[src/rtl/if_fetch_unit.sv]
// rtl/if_fetch_unit.sv - instruction fetch: PC-driven memory reads, in-order response buffer, flush on PC load
// Optional misaligned-fetch fault entries when IF_MISALIGN_CHECK_EN is defined.
module if_fetch_unit #(
  parameter int XLEN       = 32,
  parameter int FIFO_DEPTH = 4,
  parameter int MAX_OSTD   = 2
) (
  input  logic            clk,
  input  logic            rst_n,
  input  logic            clk_en,
  input  logic [XLEN-1:0] pc_addr,
  input  logic            pc_ovf,
  input  logic            pc_load,
  output logic            pc_enable,
  output logic            mem_req,
  output logic [XLEN-1:0] mem_addr,
  input  logic            mem_gnt,
  input  logic            mem_rvalid,
  input  logic [XLEN-1:0] mem_rdata,
  output logic            instr_valid,
  output logic [XLEN-1:0] instr_data,
  output logic [XLEN-1:0] instr_addr,
  output logic            instr_fault,
  input  logic            instr_ready
);
  localparam int OW = $clog2(MAX_OSTD + 1);
  localparam int CW = $clog2(FIFO_DEPTH + 1);
  localparam int SW = CW + 1;
  localparam int PW = $clog2(FIFO_DEPTH);
  localparam int AW = (MAX_OSTD > 1) ? $clog2(MAX_OSTD) : 1;
  localparam logic [OW-1:0] MAX_C   = OW'(MAX_OSTD);
  localparam logic [CW-1:0] DEPTH_C = CW'(FIFO_DEPTH);
  localparam logic [AW-1:0] AQ_LAST = AW'(MAX_OSTD - 1);

  logic [OW-1:0]   ostd_q, ostd_d, discard_q, discard_d;
  logic [CW-1:0]   count_q, count_d;
  logic [PW-1:0]   rd_ptr_q, rd_ptr_d, wr_ptr_q, wr_ptr_d;
  logic [AW-1:0]   aq_rd_q, aq_rd_d, aq_wr_q, aq_wr_d;
  logic [XLEN-1:0] aq_q [MAX_OSTD];
  logic [XLEN-1:0] buf_addr_q [FIFO_DEPTH];
  logic [XLEN-1:0] buf_data_q [FIFO_DEPTH];
  logic            issue, rsp, rsp_push, push, pop, misalign, fault_push;

  // Credit rule: every in-flight read already owns a buffer slot, so the buffer cannot overflow.
  assign mem_req = rst_n & !pc_load & !pc_ovf & !misalign & (ostd_q < MAX_C) &
                   ((SW'(ostd_q) + SW'(count_q)) < SW'(FIFO_DEPTH));
  assign issue     = mem_req & mem_gnt;
  assign pc_enable = issue;
  assign mem_addr  = pc_addr;

  assign rsp      = mem_rvalid & (ostd_q != '0);
  assign rsp_push = rsp & (discard_q == '0) & !pc_load;
  assign push     = rsp_push | fault_push;
  assign pop      = instr_valid & instr_ready & !pc_load;

  assign instr_valid = (count_q != '0);
  assign instr_data  = buf_data_q[rd_ptr_q];
  assign instr_addr  = buf_addr_q[rd_ptr_q];

`ifdef IF_MISALIGN_CHECK_EN
  logic                  stall_q, stall_d;
  logic [FIFO_DEPTH-1:0] buf_fault_q;

  // A misaligned PC yields one fault entry, then fetch waits for a redirect.
  assign misalign    = (pc_addr[1:0] != 2'b00);
  assign fault_push  = misalign & !stall_q & !pc_load & (ostd_q == '0) & (count_q != DEPTH_C);
  assign stall_d     = pc_load ? 1'b0 : (stall_q | fault_push);
  assign instr_fault = buf_fault_q[rd_ptr_q];

  always_ff @(posedge clk) begin
    if (!rst_n) begin
      stall_q     <= 1'b0;
      buf_fault_q <= '0;
    end else if (clk_en) begin
      stall_q <= stall_d;
      if (push) buf_fault_q[wr_ptr_q] <= fault_push;
    end
  end
`else
  assign misalign    = 1'b0;
  assign fault_push  = 1'b0;
  assign instr_fault = 1'b0;
`endif

  always_comb begin
    ostd_d    = ostd_q;
    discard_d = discard_q;
    count_d   = count_q;
    rd_ptr_d  = rd_ptr_q;
    wr_ptr_d  = wr_ptr_q;
    aq_rd_d   = aq_rd_q;
    aq_wr_d   = aq_wr_q;
    if (issue) aq_wr_d = (aq_wr_q == AQ_LAST) ? '0 : aq_wr_q + 1'b1;
    if (rsp)   aq_rd_d = (aq_rd_q == AQ_LAST) ? '0 : aq_rd_q + 1'b1;
    case ({issue, rsp})
      2'b10:   ostd_d = ostd_q + 1'b1;
      2'b01:   ostd_d = ostd_q - 1'b1;
      default: ostd_d = ostd_q;
    endcase
    if (pc_load) begin
      // Every read still outstanding after this cycle belongs to the old stream.
      discard_d = ostd_q - OW'(rsp);
      count_d   = '0;
      rd_ptr_d  = '0;
      wr_ptr_d  = '0;
    end else begin
      if (rsp && (discard_q != '0)) discard_d = discard_q - 1'b1;
      if (push) wr_ptr_d = wr_ptr_q + 1'b1;
      if (pop)  rd_ptr_d = rd_ptr_q + 1'b1;
      count_d = count_q + CW'(push) - CW'(pop);
    end
  end

  always_ff @(posedge clk) begin
    if (!rst_n) begin
      ostd_q    <= '0;
      discard_q <= '0;
      count_q   <= '0;
      rd_ptr_q  <= '0;
      wr_ptr_q  <= '0;
      aq_rd_q   <= '0;
      aq_wr_q   <= '0;
      for (int i = 0; i < MAX_OSTD; i++) aq_q[i] <= '0;
      for (int i = 0; i < FIFO_DEPTH; i++) begin
        buf_addr_q[i] <= '0;
        buf_data_q[i] <= '0;
      end
    end else if (clk_en) begin
      ostd_q    <= ostd_d;
      discard_q <= discard_d;
      count_q   <= count_d;
      rd_ptr_q  <= rd_ptr_d;
      wr_ptr_q  <= wr_ptr_d;
      aq_rd_q   <= aq_rd_d;
      aq_wr_q   <= aq_wr_d;
      if (issue) aq_q[aq_wr_q] <= pc_addr;
      if (push) begin
        buf_addr_q[wr_ptr_q] <= rsp_push ? aq_q[aq_rd_q] : pc_addr;
        buf_data_q[wr_ptr_q] <= rsp_push ? mem_rdata : '0;
      end
    end
  end

  push_to_full_a: assert property (@(posedge clk) disable iff (!rst_n || !clk_en)
    !(push && (count_q == DEPTH_C)));
  rvalid_idle_a: assert property (@(posedge clk) disable iff (!rst_n || !clk_en)
    !(mem_rvalid && (ostd_q == '0)));

endmodule

[config.mk]
export PLATFORM = sky130hd
export DESIGN_NAME = if_fetch_unit
export DESIGN_NICKNAME = d
export VERILOG_FILES = /design/src/rtl/if_fetch_unit.sv
export SDC_FILE = /design/constraint.sdc
export NUM_CORES = 1
export LEC_CHECK = 0
export CAP_MARGIN = 10
export CORE_UTILIZATION = 40
export DETAILED_ROUTE_END_ITERATION = 8
export PLACE_DENSITY = 0.65
export SKIP_CTS_REPAIR_TIMING = 1
export SLEW_MARGIN = 5
export SYNTH_ARGS = -nofsm -noshare
export SYNTH_HDL_FRONTEND = slang
export SYNTH_SLANG_ARGS = --single-unit
export TNS_END_PERCENT = 100
[constraint.sdc]
create_clock -name clk -period 15.6 [get_ports clk]
set_input_delay 4.68 -clock clk [delete_from_list [all_inputs] [get_ports clk]]
set_output_delay 4.68 -clock clk [all_outputs]
set_load 0.02 [all_outputs]
# --- Word level (Yosys, flattened, before mapping) ---
# Memories as Yosys holds them, arrays and structs flattened. A register that Yosys moved wholly into a read port is not among the register bits.
# Cells that the tools add are included.
totals:
  register_bits: 13
  ram_bits: 320
  mem_count: 3
memory_table:
  columns: ["name", "words", "word_bits", "rd", "rd_clocked_by_memory_dff", "write_ports", "line", "rtl"]
  rows:
  - ["buf_addr_q", 4, 32, 1, 1, 4, "40", "logic [XLEN-1:0] buf_addr_q [FIFO_DEPTH];"]
  - ["buf_data_q", 4, 32, 1, 1, 4, "41", "logic [XLEN-1:0] buf_data_q [FIFO_DEPTH];"]
  - ["aq_q", 2, 32, 1, 1, 2, "39", "logic [XLEN-1:0] aq_q [MAX_OSTD];"]
classes:
  n_reduce_logical: 20
  n_addsub: 11
  eq_ne: 2
  n_lt_le_gt_ge: 2
  n_mux: 36
  n_bitwise: 10
op_table:
  columns: ["op", "n"]
  rows:
  - ["2-to-1 mux 32 bit", 5]
  - ["OR reduction 32 bit", 3]
  - ["2-to-1 mux 2 bit", 12]
  - ["2-to-1 mux 1 bit", 17]
  - ["AND reduction 2 bit", 6]
  - ["nonzero test 2 bit", 6]
  - ["bitwise AND 1 bit", 10]
  - ["adder 2 x 1 -> 2 bit (second input constant)", 3]
  - ["adder 2 x 3 -> 4 bit", 1]
  - ["< comparator 4 x 3 -> 1 bit (second input constant)", 1]
  - ["case mux 2 bit (2 select lines)", 1]
  - ["subtractor 2 x 1 -> 2 bit (second input constant)", 2]
  - ["adder 3 x 1 -> 3 bit", 1]
  - ["2-to-1 mux 3 bit", 1]
  - ["nonzero test 3 bit", 1]
  - ["subtractor 3 x 1 -> 3 bit", 1]
  - ["adder 1 bit (second input constant)", 2]
  - ["== test 2 x 1 -> 1 bit (second input constant)", 1]
  - ["== test 2 bit (second input constant)", 1]
  - ["zero test 1 bit", 2]
  - ["zero test 2 bit", 1]
  - ["< comparator 2 bit (second input constant)", 1]
  - ["subtractor 2 x 1 -> 2 bit", 1]
  - ["logical AND 1 bit", 1]

# --- Logic depth before layout (Yosys ltp) ---
# Gate-level depths: netlist of the first run.
logic_depth:
  ltp_word: 12
  depth_mapped: 15

# --- Worst setup path after synthesis of the first run ---
# Ideal clock, no wire load.
synth_path:
  kind: "input -> register"
  start: "input port pc_load"
  end: "memory buf_addr_q[3][0], enable pin"
  path_buffers: 1
  arrival_time_ns: 9.882
  setup_time_ns: 0.574
  cell_stages: 4
  slack_ns: 5.144
  cell_sequence: "nand2b_1 -> or2_2 -> buf_2 -> o21ai_0"
synth_rtl:
  columns: ["element", "line", "rtl"]
  rows:
  - ["start: declaration", "13", "input logic pc_load,"]
  - ["end: declaration", "40", null]

# --- Final worst setup path of the first run ---
layout_path:
  start: "input port pc_load"
  end: "output port pc_enable"
layout_via:
  elab_chain_len: 6
layout_rtl:
  columns: ["element", "line", "rtl"]
  rows:
  - ["zero test 1 bit", "45", "assign mem_req = rst_n & !pc_load & !pc_ovf & !misalign & (ostd_q < MAX_C) &"]
  - ["bitwise AND 1 bit (4 in a row)", "45", null]
  - ["bitwise AND 1 bit", "47", "assign issue = mem_req & mem_gnt;"]
  - ["end: declaration", "14", "output logic pc_enable,"]
# No other way between the ends.

==> impl_results.md, run 1 <==
* Final WL at between 30,000 and 40,000 um
* P_leak at 5.918 nW
* Most frequent cells in the layout: edfxtp_1, nor2_1, clkdlybuf4s50_1
* Critical Path Fanout Max at 13
* DRT Pass-1 Iters at 7
* Post-route minimum period at 11,420 ps
* Top_reg_cell synth: edfxtp_1
* Starting Density at 40.94%
* Initial DRC count at about 670
* # DRC at 11
* Worst Max-Slew Pin Slew at 1089 ps
* Worst Hold Endpoint: discard_q[1]
* Total track usage at 17.96%
* Clock transition at path regs at 60 ps
* YS warnings at 0
* Antenna cell count at 0
* Post-route setup TNS at 0 ps
* H-tree depth at 2
* Largest cells by area after synthesis: edfxtp_1, mux4_2, nor2_1, and2_1, dfxtp_1
* Global placement routability congestion at 0.7283
* FMAX at 0.08757 GHz
* DPL Wire Length at 18,170 um
* Critical Path Source Type: input port
* First-pass GRT wire length at ~52,000 um
* Clk buf depth at 3
* # IOs at 172
* Top-area cell type share of the netlist area at about two thirds
* Failing checks: DRC
* Yosys reg bits at 336
* Setup WS pre-CTS at 4168 ps
* Async set-reset flop share out of synthesis at 0%
* Seq/Total Area, Yosys at 67.86%
* Largest net degree at the start of global routing at between 60 and 70
* Remaining antenna violation count at 0
* Total power at 1.989 mW
* EDFF count, synth at 320
* CP Capture Type: output pin
* CTS tree: done
* Core area at ~36,000 um^2
* Final #Nets at 1,221
* Hold path start: discard_q[1]
* Syn nets at between 1,000 and 1,500
* Hold path depth at 2
* Num CTS Buffers at 37
* R2R Setup Slk at 12,400 ps
* Die ar. at 37,350 um^2
* Tcrit/Tclk final at between 70% and 80%
* Slew Viols, Final at 0
* Share of layout cells above drive strength 1 at a little over an eighth
* R2r worst-path depth at 14
* Area leader, netlist: edfxtp_1
* Syn Area/Cell at 14.37 um^2
* Row count at 69
* RSZ-0062 raised after global routing: false
* Reg-to-reg endpoint: count_q[2]
* Max Cap Violations at 0
* DP Cell Count at 1,564
* Post-synth cell types at 40
* Fin cells at 1,629
* Filler cells at 3,056
* Vias in the first global route at ~9,000
* Cells after synthesis at 1,018
* PortBufs at 170
* Finish-stage setup viols at 0
* Die Span Y at 193.3 um
* Root Buffer: clkbuf_16
* Final core occ at about half
* Max_slew headroom at 27.39%
* Cell area after synthesis at 14,630 um^2
* Via Count at 8,473
* Hold Violations, Final at 0
* Outcome: complete, but fails checks
* Commonest non-fill, non-tap cell in the layout: edfxtp_1
* Power density cells at about 110 nW/um^2
* Worst Path Required at approximately 11,000 ps
* Clock skew at 12.93 ps
* Crit path DAT at between 6000 and 7000 ps
* Clock latency on the worst-skew pair at 510 ps
* Via/cell ratio at 5.201
* Gr ovfl total at 0
* Area growth from synthesis to final layout at 20.68%
* WL/cell at 20.19 um
* # clock sinks at 336
* Worst min path class: reg2reg
* Initial antenna violation count at 0
* Kind of critical path: in2out
* Peak supply drop at between 0.07 and 0.08 mV
* Final setup margin at 4181 ps
* RR Startpoint: discard_q[0]
* DIE WIDTH at 193.3 um
## registers in the layout (all words and copies together) (netlist names), named ones only
register and cells:
aq_wr_q 1, aq_rd_q 1, ostd_q 2, count_q 3, discard_q 2, aq_q 64
buf_addr_q 128, wr_ptr_q 2, rd_ptr_q 2, buf_data_q 128
## worst max-delay path: stages
cell,delay (ps)
clkdlybuf4s50_1,670
nor4b_4,430
and3_1,230
nand2_1,80
inv_1,50
clkdlybuf4s50_1,590
## Yosys cell counts, drive strengths merged (4+ instances only)
library cell / instances
nand3: 6
o221ai: 32
dfxtp: 16
xnor2: 5
nand2: 49
nand2b: 38
o21ai: 7
mux4: 64
and2: 70
inv: 12
a21boi: 4
ha: 6
buf: 79
nor2: 268
edfxtp: 320
clkbuf: 17
## area by class of cell
type / count / area [um^2] / area share, %
flip-flops and latches: 336 / 9938 / 56.28
multi-input cells: 574 / 4139 / 23.44
repair buffers: 181 / 1779 / 10.08
clock buffers: 44 / 994.7 / 5.633
well taps: 461 / 576.8 / 3.266
clock inverters: 21 / 186.4 / 1.056
inverters: 12 / 45.04 / 0.2551
## cell families after synthesis
| logic type | count (synthesis) | synth area share [%] |
|---|---|---|
| mux | 65 | 9.919 |
| buf+inv | 108 | 4.361 |
| compound gates | 53 | 2.967 |
| simple gates | 442 | 13.86 |
| xor+xnor | 6 | 0.3591 |
| other cells | 1 | 0.02563 |
| fa+ha+maj | 7 | 0.6498 |
| flops | 336 | 67.86 |
## routing by layer
metal,share of wire (%),routed length (um),global-route usage (%),vias to the layer above
met5,0,0,0,-
li1,-,-,-,3906
met2,50,16380,31.23,235
met3,5.9,1955,3.748,54
met4,1.9,635,4.741,0
met1,42,13910,22.84,4278
## worst max-delay path by stage
stage,to,startpoint,cells after the start,slack (ps)
detailed placement,pc_enable,rst_n,7,4170
floorplan,buf_addr_q[3][0],pc_load,4,5140
finish,pc_enable,pc_load,6,4180
global placement,pc_enable,rst_n,7,4160
CTS,pc_enable,rst_n,7,4160
global route,pc_enable,rst_n,7,4060
## metrics by stage
stage               instance area, um^2  hold slack (ps)
finish                            17660            462.6
global route                      17660            502.5
CTS                               17660            467.8
detailed placement                16480            458.1
global placement                  16480            453.7
floorplan                         14630            438.1
## power by group
part           internal [mW]  switching [mW]
sequential              1.01         0.00787
combinational         0.0488          0.0662
clock                  0.505           0.346
total                   1.57           0.420
Power figures use the tool's default switching activity.
==> inputs of run 2 (changes only) <==
==> constraint.sdc (replaced) <==
create_clock -name clk -period 10.8 [get_ports clk]
set_input_delay 3.24 -clock clk [delete_from_list [all_inputs] [get_ports clk]]
set_output_delay 3.24 -clock clk [all_outputs]
set_load 0.02 [all_outputs]
==> run 2 against run 1 <==
Effect of this change:
- the flow still finishes with violations (DRC)
- flip-flop and latch count stayed put
- global-route usage hardly changed
- highest routed layer unchanged
- combinational power is 44% higher
- critical path depth stayed put
- clock power is 45% higher
- sequential power is 45% higher
- sequential share of layout area hardly changed
- die area stayed put
- wire length is 0.42% higher
- core utilization hardly changed
- register-to-register slack worse by 4400 ps
==> impl_results.md, run 2 (synthesis results as in run 1) <==
* CTS tree: done (unchanged)
* Initial antenna violation count at 0 (unchanged)
* H-tree depth at 2 (unchanged)
* Worst min path class: reg2reg (unchanged)
* Final WL at 33,020 um (was 32,880 um)
* Clock latency on the worst-skew pair at 500 ps (was 510 ps)
* Global placement routability congestion at 0.7061 (was 0.7283)
* Switching Share at 20.94% (was 21.13%)
* Kind of critical path: in2out (unchanged)
* Num CTS Buffers at 38 (was 37)
* DPL Wire Length at 18,180 um (was 18,170 um)
* Commonest non-fill, non-tap cell in the layout: edfxtp_1 (unchanged)
* Total power at 2.871 mW (was 1.989 mW)
* Die ar. at 37,350 um^2 (unchanged)
* Hold Violations, Final at 0 (unchanged)
* Root Buffer: clkbuf_16 (unchanged)
* Total track usage at 18.01% (was 17.96%)
* # IOs at 172 (unchanged)
* DP Cell Count at 1,564 (unchanged)
* Critical Path Source Type: input port (unchanged)
* Peak supply drop at 0.1010 mV (was 0.07031 mV)
* Crit path DAT at 5310 ps (was 6740 ps)
* Fin cells at 1,632 (was 1,629)
* Hold path start: discard_q[1] (unchanged)
* Register Area at 9938 um^2 (unchanged)
* Sw power at 0.6012 mW (was 0.4202 mW)
* CP Capture Type: output pin (unchanged)
* Vias in the first global route at 8,994 (was 8,980)
* PortBufs at 170 (unchanged)
* Clock skew at 13.26 ps (was 12.93 ps)
* DRT Pass-1 Iters at 9 (was 7)
* Max_slew headroom at 27.37% (was 27.39%)
* Setup WS pre-CTS at 2234 ps (was 4168 ps)
* Finish-stage setup viols at 0 (unchanged)
* Remaining antenna violation count at 0 (unchanged)
* P_leak at 5.914 nW (was 5.918 nW)
* Gr ovfl total at 0 (unchanged)
* Largest net degree at the start of global routing at 65 (unchanged)
* Logic gate share of total power at 5.8% (about the same)
* Critical Path Fanout Max at 13 (unchanged)
* DIE WIDTH at 193.3 um (unchanged)
* FMAX at 0.1169 GHz
* Core area at 35,740 um^2 (unchanged)
* Starting Density at 40.94% (unchanged)
* Hold slack at 469.2 ps (was 462.6 ps)
* Clock share of power at 42.7% (was 42.8%)
* Power density cells at 162.5 nW/um^2 (was 112.6 nW/um^2)
* RSZ-0062 raised after global routing: false (unchanged)
* First-pass GRT wire length at 52,080 um (was 51,750 um)
* Filler cells at 3,120 (was 3,056)
* WL/cell at 20.23 um (was 20.19 um)
* Final #Nets at 1,222 (was 1,221)
* Post-route setup TNS at 0 ps (unchanged)
* Largest regs: buf_addr_q: 128 flops, buf_data_q: 128 flops, aq_q: 64 flops (unchanged)
* # DRC at 9 (was 11)
* Failing checks: DRC (unchanged)
* Via Count at 8,484 (was 8,473)
* Worst Max-Slew Pin Slew at 1089 ps (about the same)
* Worst Path Required at 7560 ps (was 10,920 ps)
* Final setup margin at 2246 ps (was 4181 ps)
* Multi-input gate area at 4139 um^2 (unchanged)
* Initial DRC count at 711 (was 668)
* Share of layout cells above drive strength 1 at 12.89% (was 13.01%)
* Reg power frac at 51.5% (was 51.4%)
* Die Span Y at 193.3 um (unchanged)
* Max Cap Violations at 0 (unchanged)
* Outcome: complete, but fails checks (unchanged)
* Antenna cell count at 0 (unchanged)
* Post-DP Area at 16,480 um^2 (unchanged)
* # clock sinks at 336 (unchanged)
* Area growth from synthesis to final layout at 20.73% (was 20.68%)
* Clk buf depth at 3 (unchanged)
* Post-route minimum period at approximately 8600 ps
* Int Power at 2.270 mW (was 1.569 mW)
* Slew Viols, Final at 0 (unchanged)
* Post-route cell area at 17,670 um^2 (was 17,660 um^2)
* Tcrit/Tclk final at between 70% and 80%
* Clock transition at path regs at 60 ps (about the same)
* Most frequent cells in the layout: edfxtp_1, nor2_1, clkdlybuf4s50_1 (unchanged)
* Row count at 69 (unchanged)
* Via/cell ratio at 5.199 (was 5.201)
* RR Startpoint: discard_q[0] (unchanged)
* Worst setup path start: pc_load (unchanged)
* Final core occ at 49.43% (was 49.41%)
==> run 2: path summary, 6_finish.rpt <==
path | slack, ps | depth (start not counted) | endpoint
worst min-delay path | 470 | 2 | discard_q[1]
worst max register to register | 8000 | 15 | count_q[2]
worst min register to register | 470 | 2 | discard_q[1]
worst max-delay path | 2250 | 6 | pc_enable
==> run 2: layout make-up <==
| type | count | share of cell area [%] |
|---|---|---|
| repair buffers | 181 | 10.07 |
| flip-flops and latches | 336 | 56.26 |
| well taps | 461 | 3.265 |
| clock buffers | 54 | 6.013 |
| inverters | 12 | 0.2550 |
| clock inverters | 14 | 0.7083 |
| multi-input cells | 574 | 23.43 |
==> run 2: critical path: stages <==
cell             delay (ps)
clkdlybuf4s50_1         670
nor4b_4                 440
and3_1                  240
nand2_1                  80
inv_1                    50
clkdlybuf4s50_1         590
==> run 2: power groups by stage <==
stage / Sequential [mW] / Combinational [mW] / Clock [mW]
detailed placement: 1.51 / 0.169 / 0
global route: 1.48 / 0.179 / 1.30
floorplan: 1.50 / 0.0878 / 0
finish: 1.48 / 0.166 / 1.23
global placement: 1.50 / 0.168 / 0
CTS: 1.48 / 0.170 / 1.25
==> run 2: routing by layer <==
layer	wire, um	GRT usage, %	vias to the layer above
met4	407	3.526	0
li1	-	-	3921
met3	1629	3.434	38
met5	0	0	-
met2	16750	31.75	205
met1	14230	23.20	4320
==> inputs of run 3 (changes only) <==
==> constraint.sdc (replaced) <==
create_clock -name clk -period 8.45 [get_ports clk]
set_input_delay 2.535 -clock clk [delete_from_list [all_inputs] [get_ports clk]]
set_output_delay 2.535 -clock clk [all_outputs]
set_load 0.02 [all_outputs]
==> run 3 against run 2 <==
Effect of this change:
- the run still ends with DRC left
- die area is the same
- design area is 0.22% lower
- critical path depth is the same
- setup slack worse by 930 ps
- total power rose by 27%
- clock skew shrank 2.5 ps
- first-iteration DRC count is 19% lower
- register-to-register slack lost 2700 ps
- core utilization shrank 0.11 points
- wire length shrank 0.82%
- clock-buffer cell count increased by 1
- clock power increased by 24%
==> impl_results.md, run 3 (synthesis results as in run 1) <==
* Outcome: complete, but fails checks (unchanged)
* Failing checks: DRC (unchanged)
* Starting Density at 40.94% (unchanged)
* Power density cells at 206.2 nW/um^2 (was 162.5 nW/um^2)
* Initial antenna violation count at 0 (unchanged)
* Antenna cell count at 0 (unchanged)
* Root Buffer: clkbuf_16 (unchanged)
* Most frequent cells in the layout: edfxtp_1, nor2_1, clkdlybuf4s50_1 (unchanged)
* Remaining antenna violation count at 0 (unchanged)
* Worst min path class: reg2reg (unchanged)
* Final core occ at 49.32% (was 49.43%)
* DP Cell Count at 1,562 (was 1,564)
* Area growth from synthesis to final layout at 20.46% (was 20.73%)
* Worst Max-Slew Pin Slew at 1075 ps (was 1089 ps)
* WL/cell at 20.13 um (was 20.23 um)
* Row count at 69 (unchanged)
* Commonest non-fill, non-tap cell in the layout: edfxtp_1 (unchanged)
* Share of layout cells above drive strength 1 at 12.52% (was 12.89%)
* Crit path DAT at 4600 ps (was 5310 ps)
* P_leak at 5.893 nW (was 5.914 nW)
* RSZ-0062 raised after global routing: false (unchanged)
* Largest net degree at the start of global routing at 65 (unchanged)
* Final WL at 32,750 um (was 33,020 um)
* Gr ovfl total at 0 (unchanged)
* Core area at 35,740 um^2 (unchanged)
* Hold Violations, Final at 0 (unchanged)
* Clock skew at 10.71 ps (was 13.26 ps)
* Clk buf depth at 3 (unchanged)
* H-tree depth at 2 (unchanged)
* Die Span Y at 193.3 um (unchanged)
* Via Count at 8,461 (was 8,484)
* Kind of critical path: in2out (unchanged)
* Total track usage at 17.96% (was 18.01%)
* Clock transition at path regs at 60 ps (about the same)
* Die ar. at 37,350 um^2 (unchanged)
* Post-route setup TNS at 0 ps (unchanged)
* Clock latency on the worst-skew pair at 510 ps (was 500 ps)
* Vias in the first global route at 8,958 (was 8,994)
* Slew Viols, Final at 0 (unchanged)
* # DRC at 9 (unchanged)
* Num CTS Buffers at 38 (unchanged)
* CP Capture Type: output pin (unchanged)
* Critical Path Source Type: input port (unchanged)
* CTS tree: done (unchanged)
* # clock sinks at 336 (unchanged)
* Max_slew headroom at 28.30% (was 27.37%)
* FMAX at 0.1402 GHz
* Peak supply drop at 0.1312 mV (was 0.1010 mV)
* DRT Pass-1 Iters at 9 (unchanged)
* Global placement routability congestion at 0.7024 (was 0.7061)
* Finish-stage setup viols at 0 (unchanged)
* Largest regs: buf_addr_q: 128 flops, buf_data_q: 128 flops, aq_q: 64 flops (unchanged)
* DIE WIDTH at 193.3 um (unchanged)
* Fin cells at 1,627 (was 1,632)
* Worst Path Required at 5920 ps (was 7560 ps)
* Met3 WL at 2073 um (was 1629 um)
* Met2 wire length at 16,740 um (was 16,750 um)
* Max Cap Violations at 0 (unchanged)
* DPL Wire Length at 18,130 um (was 18,180 um)
* Top Metal Used: met4 (unchanged)
* PortBufs at 170 (unchanged)
* Final #Nets at 1,220 (was 1,222)
* Tcrit/Tclk final at 84.41%
* Critical Path Fanout Max at 13 (unchanged)
* # IOs at 172 (unchanged)
* Post-route minimum period at 7133 ps
* Via/cell ratio at 5.200 (was 5.199)
* First-pass GRT wire length at 51,580 um (was 52,080 um)
* Met1 wire length at 13,490 um (was 14,230 um)
* Initial DRC count at 579 (was 711)
==> run 3: cell type report <==
class / instances / area [um^2]
Fill cell: 3079 / 18110
Sequential cell: 336 / 9938
Multi-Input combinational cell: 574 / 4139
Timing Repair Buffer: 179 / 1777
Clock buffer: 55 / 1066
Tap cell: 461 / 576.8
Clock inverter: 10 / 85.08
Inverter: 12 / 45.04
==> run 3: metal layers <==
metal / track usage, % / vias up
li1: - / 3902
met1: 22.52 / 4283
met2: 31.79 / 236
met3: 4.010 / 40
met4: 3.822 / 0
met5: 0 / -
==> run 3: worst max-delay path, cell delays in order <==
cell and delay, ps:
clkdlybuf4s50_1 660, nor4b_4 440, and3_1 230, nand2_1 80
inv_1 50, clkdlybuf4s50_1 600
==> run 3: report_power, final <==
| group | internal [mW] | switching (mW) |
|---|---|---|
| Sequential | 1.87 | 0.0144 |
| Combinational | 0.0904 | 0.122 |
| Clock | 0.906 | 0.628 |
| Total | 2.87 | 0.765 |
==> run 3: final timing paths <==
check	from	endpoint	slack (ps)	depth (start not counted)
max reg2reg	discard_q[0]	count_q[2]	5320	14
max	pc_load	pc_enable	1320	6
min	discard_q[1]	discard_q[1]	460	2
min reg2reg	discard_q[1]	discard_q[1]	460	2
==> run 3: per-stage QoR <==
stage / setup slack (ps) / area (um^2) / total power [mW] / hold WS [ps]
floorplan: 138.6 / 14630 / 2.035 / 438.1
global placement: 1334 / 16480 / 2.135 / 451.5
detailed placement: 1310 / 16480 / 2.139 / 459.2
CTS: 1297 / 17630 / 3.675 / 467.6
global route: 1247 / 17630 / 3.761 / 493.7
finish: 1317 / 17630 / 3.635 / 463.7
